===== src/rtl/axi_stream_extract_header.sv =====
// axi_stream_extract_header: strips the first s bytes of each AXI-Stream packet onto a header
// port and re-aligns the remaining payload MSB-first onto the output stream.
// Ports: clk/rst_n (async active-low); valid_in/data_in/keep_in/last_in/ready_in payload in;
// valid_extract/byte_extract_cnt/ready_extract per-packet header length; valid_header/
// data_header/keep_header/ready_header extracted header; valid_out/data_out/keep_out/last_out/
// ready_out re-aligned payload.
module axi_stream_extract_header #(
  parameter int DATA_WD      = 32,
  parameter int DATA_BYTE_WD = DATA_WD / 8,
  parameter int BYTE_CNT_WD  = $clog2(DATA_BYTE_WD)
) (
  input  logic                    clk,
  input  logic                    rst_n,
  input  logic                    valid_in,
  input  logic [DATA_WD-1:0]      data_in,
  input  logic [DATA_BYTE_WD-1:0] keep_in,
  input  logic                    last_in,
  output logic                    ready_in,
  input  logic                    valid_extract,
  input  logic [BYTE_CNT_WD-1:0]  byte_extract_cnt,
  output logic                    ready_extract,
  output logic                    valid_header,
  output logic [DATA_WD-1:0]      data_header,
  output logic [DATA_BYTE_WD-1:0] keep_header,
  input  logic                    ready_header,
  output logic                    valid_out,
  output logic [DATA_WD-1:0]      data_out,
  output logic [DATA_BYTE_WD-1:0] keep_out,
  output logic                    last_out,
  input  logic                    ready_out
);
  localparam int CW = BYTE_CNT_WD + 1;
  localparam logic [DATA_BYTE_WD-1:0] ONES = '1;
  typedef enum logic [1:0] {IDLE, FIRST, BODY, FLUSH} state_t;
  state_t state;
  logic [CW-1:0] s, kf, k, cfg_s, hm;
  logic [DATA_WD-1:0] prev;
  logic take, out_free, runt;
  function automatic logic [DATA_BYTE_WD-1:0] top_keep(input logic [CW-1:0] n);
    return ~(ONES >> n);
  endfunction
  always_comb begin
    k = '0;
    for (int i = 0; i < DATA_BYTE_WD; i++) k = k + CW'(keep_in[i]);
    cfg_s = (byte_extract_cnt == '0 || int'(byte_extract_cnt) >= DATA_BYTE_WD) ? CW'(1) : CW'(byte_extract_cnt);
    out_free = ~valid_out | ready_out;
    ready_in = ((state == FIRST && !valid_header) || state == BODY) && out_free;
    take = valid_in && ready_in;
    // a runt packet shrinks the header to the bytes actually received, kept LSB-aligned
    runt = last_in && k < s;
    hm = runt ? k : s;
  end
  always_ff @(posedge clk or negedge rst_n) begin
    if (!rst_n) begin
      state <= IDLE;
      ready_extract <= 1'b0;
      s <= CW'(1);
      kf <= '0;
      prev <= '0;
      valid_header <= 1'b0;
      data_header <= '0;
      keep_header <= '0;
      valid_out <= 1'b0;
      data_out <= '0;
      keep_out <= '0;
      last_out <= 1'b0;
    end else begin
      if (valid_header && ready_header) valid_header <= 1'b0;
      if (valid_out && ready_out) valid_out <= 1'b0;
      case (state)
        IDLE: begin
          ready_extract <= 1'b1;
          if (ready_extract && valid_extract) begin
            s <= cfg_s;
            ready_extract <= 1'b0;
            state <= FIRST;
          end
        end
        FIRST: if (take) begin
          valid_header <= 1'b1;
          data_header <= data_in >> (8 * (DATA_BYTE_WD - int'(hm)));
          keep_header <= ~(ONES << hm);
          prev <= data_in;
          if (!last_in) state <= BODY;
          else begin
            state <= IDLE;
            if (k > s) begin
              valid_out <= 1'b1;
              data_out <= data_in << (8 * int'(s));
              keep_out <= top_keep(k - s);
              last_out <= 1'b1;
            end
          end
        end
        BODY: if (take) begin
          prev <= data_in;
          valid_out <= 1'b1;
          data_out <= (prev << (8 * int'(s))) | (data_in >> (8 * (DATA_BYTE_WD - int'(s))));
          if (last_in && k <= s) begin
            keep_out <= top_keep(CW'(DATA_BYTE_WD) - s + k);
            last_out <= 1'b1;
            state <= IDLE;
          end else begin
            keep_out <= ONES;
            last_out <= 1'b0;
            if (last_in) begin
              kf <= k - s;
              state <= FLUSH;
            end
          end
        end
        FLUSH: if (out_free) begin
          valid_out <= 1'b1;
          data_out <= prev << (8 * int'(s));
          keep_out <= top_keep(kf);
          last_out <= 1'b1;
          state <= IDLE;
        end
        default: state <= IDLE;
      endcase
    end
  end
endmodule


===== config.mk =====
export PLATFORM = sky130hd
export DESIGN_NAME = axi_stream_extract_header
export DESIGN_NICKNAME = d
export VERILOG_FILES = /design/src/rtl/axi_stream_extract_header.sv
export SDC_FILE = /design/constraint.sdc
export NUM_CORES = 1
export LEC_CHECK = 0
export CAP_MARGIN = 25
export CORE_ASPECT_RATIO = 1.1
export CORE_UTILIZATION = 55
export DETAILED_ROUTE_END_ITERATION = 6
export DONT_BUFFER_PORTS = 1
export PLACE_DENSITY = 0.7
export SLEW_MARGIN = 20
export SYNTH_ARGS = -nofsm -noshare
export SYNTH_HDL_FRONTEND = slang
export SYNTH_SLANG_ARGS = --single-unit
export TNS_END_PERCENT = 50

===== constraint.sdc =====
create_clock -name clk -period 5.2 [get_ports clk]
set_input_delay 1.04 -clock clk [delete_from_list [all_inputs] [get_ports clk]]
set_output_delay 1.04 -clock clk [all_outputs]
set_load 0.03 [all_outputs]

==> flow_summary.toml <==
[timing]
worst_slew_pin_slew_ns = 1.03
drv_slew = 0
summed_negative_setup_slack_over_all_endpoints_ns = 0
setup_failing_eps_final = 0
grt_setup_unrepaired = "no"
layout_min_cycle_time_ns = 4.52
hold-worst-slack_ns = 0.326
max_freq_mhz = 221
slew_headroom_pct = 31.3
post-route-period-util_pct = 87.0
fin_worst_skew_ns = 0.00604
finalHoldViolations = 0

[clock_tree]
postCtsSetupRepairBufs = 0
cts_num_sinks = 115
cts-root-buf = "clkbuf_16"
h-tree-depth = 4
clk_pin_slew_worst_setup_hold_paths_ns = 0.05
cts_repair_resize_count = 0
cts.hold.buffers_added = 0
maximum_clock_insertion_buffer_count = 2
cts_tree = "yes"
cts_made_buffers = 17
clock_latency_ns = 0.41

[cells_and_area]
final_net_count = 702
layout-drive-gt1-share_pct = 20.6
syn2layout_area_growth_pct = 8.29
layout.cells.most_common = "dfrtp_1"
highest_count_cells_in_the_layout_ignoring_fill_and_taps = "dfrtp_1 (113), mux2i_1 (67), mux2_2 (50)"
final.fill_count = 1027
diodes = 0

[critical_path]
reg2reg_to = "data_header[15]"
worst_setup_path_end_kind = "flip-flop"
r2r_cells = 7
criticalPathCategory = "primary input to flip-flop"
cp_data_arrival_time_ns = 4.86
cp_launch_type = "primary input"
r2r-start = "state[0]"
critPathRequiredTime_ns = 5.54
critical_path.max_fanout = 21
reg2reg_slack_ns = 1.50

[drt]
initialDrtViolationCount = 488
detail_route.wl_per_cell_um = 23.8
vias = 5552
drt_pass1_iterations = 7
finalWirelength_um = 19300
detail-route-antenna-nets = 0
drcViolationCount = 0
routed_via_density = 6.86

[run]
timing.max_cap.violations = 0

[synth]
syn-cell-area_sq_mm = 0.00717
post_syn_nets = 728
postSynthAreaPerCell_sq_um = 10.8
ys_seq_elements = 115
synth-seq-area-share_pct = 40.2
synth_warnings = 0
count_of_flip_flops_with_a_built_in_enable_after_synthesis = 0
synth_ff_type = "dfrtp_1"
synthDistinctLibCells = 65
async_flop_share_pct = 100
synth_cells = 667

[global_routing]
antenna_found_initial = 0
first_global_vias = 5544
global_route.usage.met3_pct = 6.42
global_route.usage.met1_pct = 35.5
top_usage_layer = "met2"
gr-usage-all-layers_pct = 29.6
grt_pass1_wl_um = 30900
globalRouteMet2Util_pct = 49.3
grt_max_degree = 116
globalRoute.totalOverflow = 0

[floorplan]
floorplan.core_area_sq_mm = 0.0126
initial_core_util_pct = 56.7
die-area_sq_mm = 0.0135
fp.dieH_um = 122
rows = 43
io-pin-count = 122
die_w_um = 111

[pwr]
vdd.ir_drop.worst_uv = 496
switching_share_pct = 44.0
switchingPower_uw = 2650
power.sequential.fraction_pct = 35.7
power_density_mw_per_mm2 = 776
share_clk_of_total_power_pct = 18.5
p_comb_share_pct = 45.8
intPower_uw = 3370
power_leakage_uw = 0.00349

[worst_hold_path]
path_category_of_the_worst_min_delay_check = "primary input to async pin"

[placed_design]
finalWeightedCongestion = 0.879
numPortBuffers = 0
detailed_place_hpwl_um = 13300

[outcome]
status = "complete, no violations"
[per-layer routing]
layer,vias to the layer above,share of wire [%]
met5,-,0
met4,0,5.1
met3,65,7.0
met2,268,50
met1,2767,38
li1,2452,-
[worst max-delay path, cell delays in order]
cell and delay (ns):
fa_1 0.54, ha_1 0.17, inv_1 0.06, fa_1 0.54
o311ai_4 0.44, mux2i_1 0.20, ha_1 0.27, ha_1 0.30
inv_1 0.07, or4_1 0.87, nor2_1 0.22, a221o_1 0.13
[area by class of cell]
class | instances | area, sq um | share of cell area, %
tap | 157 | 196 | 2.53
sequential | 115 | 2880 | 37.1
timing repair buffer | 13 | 108 | 1.39
inverter | 21 | 78.8 | 1.02
multi-input combinational | 473 | 3950 | 50.8
clock inverter | 6 | 80.1 | 1.03
clock buffer | 24 | 472 | 6.07
[worst max-delay path by stage]
stage	start	to	cells after the start
final	keep_in[0]	data_header[15]	12
after global routing	keep_in[0]	data_header[7]	12
after CTS	keep_in[0]	data_header[15]	12
after detailed placement	keep_in[0]	data_header[15]	12
after global placement	keep_in[0]	data_header[10]	12
after floorplan	keep_in[0]	data_header[10]	13
[stage by stage]
stage	power, uW	worst slack [ns]	std cells	utilization [%]	area, sq um
2_1_floorplan	4330	0.373	667	-	7170
3_3_place_gp	4790	0.470	777	56.9	7190
3_5_place_dp	4880	0.339	777	56.9	7190
4_1_cts	6000	0.752	807	61.2	7740
5_1_grt	6350	0.480	809	61.4	7760
6_report	6020	0.678	809	61.4	7760
[cell families after synthesis]
kind of cell | synth area share [%]
buffers and inverters | 4.87
multiplexers | 25.4
AO/OA/AOI/OAI | 17.3
adder cells (fa/ha/maj) | 3.11
XOR/XNOR | 0.244
AND/OR/NAND/NOR | 8.92
flip-flops | 40.2
[flip-flops by register name, summed over array words and instances, names as in the netlist]
name	flops
data_header	32
data_out	32
prev	32
keep_header	4
keep_out	4
kf	3
s	2
state	2
last_out	1
ready_extract	1
valid_header	1
valid_out	1
[Yosys cell counts (12+ instances only)]
cell type  count  area (sq um)
inv_1         20          75.1
nand2_1       47           176
a211oi_1      12          90.1
a221o_1       15           150
dfrtp_1      114          2850
mux2i_1       67           671
nor2_1        32           120
o21ai_0       25           125
a21oi_1       32           160
a22o_1        18           158
mux2_2        50           563
mux2_4        25           375
clkbuf_1      34           128
ha_1          13           163
nand3_1       12          60.1
[power by group through the flow]
stage | logic, uW | clock network (uW) | registers (uW)
3_3_place_gp | 2640 | 0 | 2150
3_5_place_dp | 2710 | 0 | 2160
6_report | 2760 | 1110 | 2150
2_1_floorplan | 2290 | 0 | 2050
5_1_grt | 2990 | 1160 | 2200
4_1_cts | 2720 | 1130 | 2150
Power figures use the tool's default switching activity.
